[config.mk]
export PLATFORM = sky130hd
export DESIGN_NAME = l1d_wb_queue
export DESIGN_NICKNAME = d
export VERILOG_FILES = /design/src/rtl/l1d_wb_queue_pkg.sv /design/src/rtl/l1d_wb_queue_fifo_mem.sv /design/src/rtl/l1d_wb_queue.sv
export SDC_FILE = /design/constraint.sdc
export NUM_CORES = 1
export LEC_CHECK = 0
export CORE_ASPECT_RATIO = 0.7
export CORE_MARGIN = 2
export CORE_UTILIZATION = 55
export DETAILED_ROUTE_END_ITERATION = 12
export HOLD_SLACK_MARGIN = 0.06
export MAX_ROUTING_LAYER = met4
export PLACE_DENSITY = 0.88
export SLEW_MARGIN = 10
export SYNTH_ARGS = -nofsm -noshare
export SYNTH_HDL_FRONTEND = slang
export SYNTH_SLANG_ARGS = --single-unit
[constraint.sdc]
create_clock -name clock_i -period 4.1 [get_ports clock_i]
set_input_delay 0.82 -clock clock_i [delete_from_list [all_inputs] [get_ports clock_i]]
set_output_delay 0.82 -clock clock_i [all_outputs]
set_load 0.005 [all_outputs]
[src/rtl/l1d_wb_queue_pkg.sv]
// Shared core package: writeback widths and L1D opcode constants.
package l1d_wb_queue_pkg;

   // Default register-address and writeback-data widths.
   localparam int unsigned L1D_WB_ADDR_W = 5;
   localparam int unsigned L1D_WB_DATA_W = 16;

   // Queue depth bounds.
   localparam int unsigned L1D_WB_DEPTH_MIN = 4;
   localparam int unsigned L1D_WB_DEPTH_MAX = 16;

   // Opcodes shared with the L1D request path.
   typedef enum logic [1:0] {
      L1D_OP_LOAD  = 2'd0,
      L1D_OP_STORE = 2'd1,
      L1D_OP_AMO   = 2'd2,
      L1D_OP_FLUSH = 2'd3
   } l1d_op_e;

endpackage

[src/rtl/l1d_wb_queue_fifo_mem.sv]
// Writeback entry storage: two write ports, one asynchronous read port.
// Storage is not reset; the top-level pointers and count define validity.
module wb_fifo_mem #(
   parameter int unsigned DEPTH = 4,
   parameter int unsigned ENT_W = 21,
   parameter int unsigned PTR_W = 2
) (
   input  logic             clock_i,
   input  logic             we0_i,
   input  logic [PTR_W-1:0] waddr0_i,
   input  logic [ENT_W-1:0] wdata0_i,
   input  logic             we1_i,
   input  logic [PTR_W-1:0] waddr1_i,
   input  logic [ENT_W-1:0] wdata1_i,
   input  logic [PTR_W-1:0] raddr_i,
   output logic [ENT_W-1:0] rdata_o
);

   logic [ENT_W-1:0] mem_q [DEPTH];

   // Write both ports; the top guarantees the two indices never collide.
   always_ff @(posedge clock_i) begin
      if (we0_i) mem_q[waddr0_i] <= wdata0_i;
      if (we1_i) mem_q[waddr1_i] <= wdata1_i;
   end

   assign rdata_o = mem_q[raddr_i];

endmodule

[src/rtl/l1d_wb_queue.sv]
// L1D writeback queue: accepts up to two register writebacks per cycle,
// collapses same-register pairs, and retires one write per cycle in order.
module l1d_wb_queue
   import l1d_wb_queue_pkg::*;
#(
   parameter int unsigned DEPTH  = 4,
   parameter int unsigned ADDR_W = L1D_WB_ADDR_W,
   parameter int unsigned DATA_W = L1D_WB_DATA_W
) (
   input  logic              clock_i,
   input  logic              nReset_i,
   input  logic              wbEnableA_i,
   input  logic [ADDR_W-1:0] wbAddressA_i,
   input  logic [DATA_W-1:0] wbDataA_i,
   input  logic              wbEnableB_i,
   input  logic [ADDR_W-1:0] wbAddressB_i,
   input  logic [DATA_W-1:0] wbDataB_i,
   output logic              stall_o,
   output logic              regWrEnable_o,
   output logic [ADDR_W-1:0] regWrAddress_o,
   output logic [DATA_W-1:0] regWrData_o
);

   localparam int unsigned PTR_W = $clog2(DEPTH);
   localparam int unsigned CNT_W = $clog2(DEPTH + 1);
   localparam int unsigned ENT_W = ADDR_W + DATA_W;
   localparam int unsigned DEPTH_U = DEPTH;
   localparam int unsigned FULL_U  = DEPTH - 1;
   localparam logic [PTR_W:0]   DEPTH_P  = DEPTH_U[PTR_W:0];
   localparam logic [CNT_W-1:0] FULL_LVL = FULL_U[CNT_W-1:0];

   // Pointer advance by 0..2 with wrap modulo DEPTH (DEPTH need not be 2^n).
   function automatic logic [PTR_W-1:0] ptr_add(input logic [PTR_W-1:0] p,
                                                input logic [1:0]       n);
      logic [PTR_W:0] s;
      s = {1'b0, p} + {{(PTR_W-1){1'b0}}, n};
      if (s >= DEPTH_P) s = s - DEPTH_P;
      return s[PTR_W-1:0];
   endfunction

   logic [PTR_W-1:0]  wr_ptr_q, wr_ptr_d;
   logic [PTR_W-1:0]  rd_ptr_q, rd_ptr_d;
   logic [CNT_W-1:0]  count_q, count_d;
   logic              wr_en_q;
   logic [ADDR_W-1:0] wr_addr_q;
   logic [DATA_W-1:0] wr_data_q;

   logic              acc_a, acc_b;
   logic [1:0]        acc_n;
   logic              out_vld;
   logic [PTR_W-1:0]  waddr1;
   logic [ENT_W-1:0]  rdata;
   logic [ENT_W-1:0]  head;
   logic [CNT_W:0]    cnt_sum;

   // Backpressure is a pure decode of the registered count.
   assign stall_o = (count_q >= FULL_LVL);

   // Acceptance: A is dropped when B targets the same register in the
   // same cycle, since B is younger and would overwrite it anyway.
   always_comb begin
      acc_a = wbEnableA_i && !stall_o &&
              !(wbEnableB_i && (wbAddressA_i == wbAddressB_i));
      acc_b = wbEnableB_i && !stall_o;
      acc_n = {1'b0, acc_a} + {1'b0, acc_b};
   end

   // B lands directly after A when both are accepted.
   assign waddr1 = ptr_add(wr_ptr_q, {1'b0, acc_a});

   wb_fifo_mem #(
      .DEPTH (DEPTH),
      .ENT_W (ENT_W),
      .PTR_W (PTR_W)
   ) u_mem (
      .clock_i  (clock_i),
      .we0_i    (acc_a),
      .waddr0_i (wr_ptr_q),
      .wdata0_i ({wbAddressA_i, wbDataA_i}),
      .we1_i    (acc_b),
      .waddr1_i (waddr1),
      .wdata1_i ({wbAddressB_i, wbDataB_i}),
      .raddr_i  (rd_ptr_q),
      .rdata_o  (rdata)
   );

   // Head selection: stored entry if any, else bypass the oldest new request.
   // Bypassed entries are still written to storage so pointers stay aligned.
   always_comb begin
      head    = rdata;
      out_vld = (count_q != '0) || (acc_n != 2'd0);
      if (count_q == '0) begin
         if (acc_a) head = {wbAddressA_i, wbDataA_i};
         else       head = {wbAddressB_i, wbDataB_i};
      end
   end

   // Next-state for pointers and occupancy.
   always_comb begin
      wr_ptr_d = ptr_add(wr_ptr_q, acc_n);
      rd_ptr_d = out_vld ? ptr_add(rd_ptr_q, 2'd1) : rd_ptr_q;
      cnt_sum  = {1'b0, count_q} + {{(CNT_W-1){1'b0}}, acc_n}
                 - {{CNT_W{1'b0}}, out_vld};
      count_d  = cnt_sum[CNT_W-1:0];
   end

   // Queue state and registered write-port outputs; address/data hold when idle.
   always_ff @(posedge clock_i or negedge nReset_i) begin
      if (!nReset_i) begin
         wr_ptr_q  <= '0;
         rd_ptr_q  <= '0;
         count_q   <= '0;
         wr_en_q   <= 1'b0;
         wr_addr_q <= '0;
         wr_data_q <= '0;
      end else begin
         wr_ptr_q <= wr_ptr_d;
         rd_ptr_q <= rd_ptr_d;
         count_q  <= count_d;
         wr_en_q  <= out_vld;
         if (out_vld) begin
            wr_addr_q <= head[ENT_W-1:DATA_W];
            wr_data_q <= head[DATA_W-1:0];
         end
      end
   end

   assign regWrEnable_o  = wr_en_q;
   assign regWrAddress_o = wr_addr_q;
   assign regWrData_o    = wr_data_q;

endmodule
[Word level (Yosys, flattened, before mapping)]
Memory sizes are Yosys's and may differ from the RTL's.
Cells that the tools add are included.
Word-level totals
  RAM bits: 84
  bits of input ports: 46
  flip-flop bits (word level): 29
  output and inout port bits: 23
  memories: 1
Memory list
  u_mem.mem_q: words 4, bits a word 21, read ports 1, clocked after memory_dff 0, write ports 2, RTL line l1d_wb_queue_fifo_mem.sv:19  | logic [ENT_W-1:0] mem_q [DEPTH];
Operators by class
  reductions and logical operators: 10
  add/subtract/negate cells: 9
  equality and inequality tests: 1
  mux-type cells: 9
  $lt $le $gt $ge: 4
Operators by type and width (count)
  $mux 21: 2
  $ge 3x3->1 const B: 3
  $mux 2: 3
  $sub 2x1->2 const B: 3
  $eq 5x5->1: 1
  $logic_and 1x1->1: 4
  $mux 1: 4
  $add 2x1->3: 1
  $add 2x1->3 const B: 1
  $add 2x2->3: 1
  $add 3x2->3: 1
  $ge 3x2->1 const B: 1
  $logic_not 3->1: 1
  $reduce_bool 3->1: 1
  $sub 3x1->3: 1
  $add 1x1->2: 1
  $logic_not 1->1: 2
  $reduce_bool 2->1: 1
  $logic_or 1x1->1: 1

[Logic depth before layout (Yosys ltp)]
  depth after elaboration: 8
  gate-level depth with buffers: 15

[Hierarchy]
A second synthesis with hierarchy kept.
Unflattened totals
  cell total of the unflattened synthesis: 403
  area total of the unflattened synthesis: 5873.1 um^2
By module, submodules not included
  wb_fifo_mem: instances 1, area an instance 4083.9 um^2, cells each 213
  l1d_wb_queue: instances 1, area an instance 1789.2 um^2, cells each 190

[Worst setup path before layout]
No wires, ideal clock.
  path kind: input to register
  start point: input wbAddressB_i[0]
  end point: memory u_mem.mem_q[0][0], enable pin
  library setup time: 0.459 ns
  required time: 3.641 ns
  cell stages on the path: 6
  path buffers: 2
  data arrival time: 3.760 ns
  setup slack: -0.119 ns
  path through: xnor2_1 > and2_1 > buf_2 > a21o_1 > buf_2 > o41ai_1
RTL lines
  start: declaration: RTL line l1d_wb_queue.sv:16  | input logic [ADDR_W-1:0] wbAddressB_i,
  end: declaration: RTL line l1d_wb_queue_fifo_mem.sv:19

[Final worst setup path]
  start point: input wbAddressB_i[4]
  end point: register count_q[2]
Between the ends
  longest elaborated chain between the ends: 8
Ends and longest elaborated chain
  $eq 5x5->1: RTL line l1d_wb_queue.sv:63  | !(wbEnableB_i && (wbAddressA_i == wbAddressB_i));
  $logic_and 1x1->1: RTL line l1d_wb_queue.sv:63
  $logic_not 1->1: RTL line l1d_wb_queue.sv:63
  $logic_and 1x1->1: RTL line l1d_wb_queue.sv:62  | acc_a = wbEnableA_i && !stall_o &&
  $add 1x1->2: RTL line l1d_wb_queue.sv:65  | acc_n = {1'b0, acc_a} + {1'b0, acc_b};
  $reduce_bool 2->1: RTL line l1d_wb_queue.sv:91  | out_vld = (count_q != '0) || (acc_n != 2'd0);
  $logic_or 1x1->1: RTL line l1d_wb_queue.sv:91
  net out_vld: RTL line l1d_wb_queue.sv:50  | logic out_vld;
  $sub 3x1->3: RTL line l1d_wb_queue.sv:103  | - {{CNT_W{1'b0}}, out_vld};
  net cnt_sum[2]: RTL line l1d_wb_queue.sv:54  | logic [CNT_W:0] cnt_sum;
  end signal: assignment: RTL line l1d_wb_queue.sv:119  | count_q <= count_d;
  end: declaration: RTL line l1d_wb_queue.sv:43  | logic [CNT_W-1:0] count_q, count_d;
The timed path passes the listed nets, and every way through them passes these cells.
A chain may end at the register's enable or synchronous reset.

==> flow_summary.toml <==
[run_status]
status = "completed"

[finish]
synthToLayoutAreaGrowth_pct = 25.9
fill_cells = 692
fin_cells = 657
mostFrequentLayoutCell = "edfxtp_1"
multiInputGateArea_sq_um = 2640
drive_gt1_frac = 0.337
seqCellArea_sq_um = 3250
fin_nets = 545
final_cell_mix = "edfxtp_1, clkdlybuf4s50_1, mux2_2, mux2_4, dfrtp_1"
diodes = 0

[placed_design]
place_ws_ns = 0.239
placed_cells = 625
dpl.hpwl_um = 9720
gp_congestion = 0.915
port_buffers = 68

[sta]
timing.final.ws_setup_ns = 0.579
post-route-period-util = 0.859
period_needed_ns = 3.52
worstMarginPinSlew_ns = 1.17
fin_setup_tns_ns = 0
fin_skew_ns = 0.0103
setup_viol = 0
rsz0062_at_grt = "false"
hold_slack_ns = 0.592
hold_violations = 0
drv_slew = 0
slew_headroom = 0.223
fmax_ghz = 0.284

[yosys]
synth_top_family_by_area = "multiplexers"
synth_seq_area_share = 0.535
yosys.area_share.xor_xnor = 0.0173
synth_ff_type = "edfxtp_1"
async_flop_share = 0.257
synth_area_sq_um = 6070
netlist_instances = 411
syn_nets = 465
synthAdderAreaFrac = 0.0177
synth_cell_types = 37
synthMuxAreaShare = 0.264
synth_compound_area_frac = 0.0767
syn_avg_cell_area_sq_um = 14.8
yosys.area_share.simple = 0.0536
synth-edff-count = 84
ys_warn_count = 0
ys_ff_latch = 113

[hold_path]
hold_path.class = "reg -> reg"

[global_route]
grt_remaining_overflow = 0
grt_pass1_wl_um = 24200
grt_pass1_vias = 4241
grt_max_degree = 35
grt_usage = 0.286
antenna_found_initial = 0

[cts]
cts.htree.levels = 4
cts_tree = "yes"
cts_setup_buffers = 0
cts-root-buf = "clkbuf_16"
worstSkewPairLatency_ns = 0.41
ctsHoldBuffers = 0
post_cts_resized = 0
clockBufferDepth = 2
path_clk_slew_ns = 0.06
clock_sinks = 113
cts_buffers = 17

[floorplan]
die_x_um = 130
die_area_sq_um = 11900
start_util = 0.557
die_h_um = 91.9
ios = 69
fp-row-count = 32
core_area_sq_um = 10900

[pwr]
switchingPower_mw = 1.77
p_leak_nw = 2.88
switching_share = 0.320
power_mw = 5.53
p_per_area_nw_per_um2 = 724
irDropWorstVdd_uv = 375
power.share.sequential = 0.357
power_frac_clock = 0.278
internal_power_mw = 3.76
p_comb_frac = 0.365

[route]
dr.first_iter.drc_count = 470
vias_per_cell = 6.39
totalWireLength_um = 15600
vias = 4196
detail-route-antenna-nets = 0
drt_pass1_iterations = 7
wl_per_cell_um = 23.8
drc = 0

[job]
maxCapViolCount = 0

[critical_path]
critPathKind = "in -> reg"
cp-end-kind = "flop"
cp_max_fo = 6
worstPathRequired_ns = 4.44
crit_arrival_ns = 3.86
crit_path_start_kind = "input pin"
-- cells by family (layout without fill, tap and decap cells) --
group	Yosys count	count (layout)
xor+xnor	12	12
mux	109	109
buf+inv	45	138
fa+ha+maj	8	8
compound gates	66	66
flops	113	113
simple gates	58	58
-- stage by stage --
stage           util  instance area (sq um)
2_1_floorplan      -                   6070
3_3_place_gp   0.645                   7020
3_5_place_dp   0.645                   7020
4_1_cts        0.702                   7640
5_1_grt        0.702                   7640
6_report       0.702                   7640
-- worst max-delay path, stage by stage --
cell	delay [ns]
clkdlybuf4s50_1	0.50
xor2_1	0.23
nor4_4	0.31
a21oi_1	0.14
buf_4	0.17
inv_1	0.05
ha_1	0.25
nand2_1	0.13
ha_1	0.30
inv_1	0.04
ha_1	0.18
fa_1	0.39
xnor2_1	0.19
xnor2_1	0.13
-- power by group through the flow --
| stage | Clock, mW | Combinational (mW) | Sequential (mW) |
|---|---|---|---|
| detailed placement | 0 | 1.98 | 1.98 |
| global route | 1.60 | 2.16 | 2.00 |
| global placement | 0 | 1.90 | 1.95 |
| floorplan | 0 | 1.31 | 1.86 |
| finish | 1.54 | 2.02 | 1.97 |
| CTS | 1.55 | 2.01 | 1.97 |
-- state kept, by name (all words and copies together), names as in the netlist --
name	cells
regWrData_o	16
regWrAddress_o	5
regWrEnable_o	1
u_mem.mem_q	84
wr_ptr_q	2
rd_ptr_q	2
count_q	3
-- synthesized netlist by cell type (2+ instances only) --
cell	count	area [sq um]
edfxtp_1	84	2520
mux2_4	38	571
buf_2	11	55.1
o21ai_0	19	95.1
o211ai_1	2	15.0
a21oi_1	7	35.0
o41ai_1	4	35.0
nand2_1	11	41.3
mux2_2	46	518
xnor2_1	6	52.6
clkbuf_1	15	56.3
a211oi_1	15	113
buf_6	4	45.0
or3_1	3	18.8
nand3b_1	15	113
nand4_1	2	12.5
dfrtp_1	29	726
ha_1	7	87.6
mux4_2	21	473
a2111oi_0	15	131
a211o_1	2	17.5
mux2i_1	4	40.0
xor2_1	6	52.6
nor2_1	19	71.3
inv_1	13	48.8
and3_1	2	12.5
-- path summary, 6_finish.rpt --
path,startpoint,cells after the start,endpoint,slack [ns]
min reg2reg,regWrAddress_o[3],2,regWrAddress_o[3],0.59
max,wbAddressB_i[4],14,count_q[2],0.58
max in group asynchronous,nReset_i,2,regWrData_o[5],2.94
min,regWrAddress_o[3],2,regWrAddress_o[3],0.59
max reg2reg,count_q[0],8,u_mem.mem_q[0][0],1.13
min in group asynchronous,nReset_i,2,regWrAddress_o[1],0.82
-- layer usage --
layer | GRT usage | up-vias | wire length [um]
li1 | - | 1776 | -
met1 | 0.393 | 2123 | 6460
met2 | 0.425 | 261 | 7530
met3 | 0.0560 | 36 | 1340
met4 | 0.112 | 0 | 308
met5 | - | - | 0
-- cell type report --
cell class | instances | share of cell area
inverters | 13 | 0.00639
clock buffers | 17 | 0.0557
multi-input cells | 253 | 0.346
repair buffers | 93 | 0.117
clock inverters | 15 | 0.0252
well taps | 153 | 0.0251
flip-flops and latches | 113 | 0.425
No activity file was read; power rests on OpenSTA's default activity.
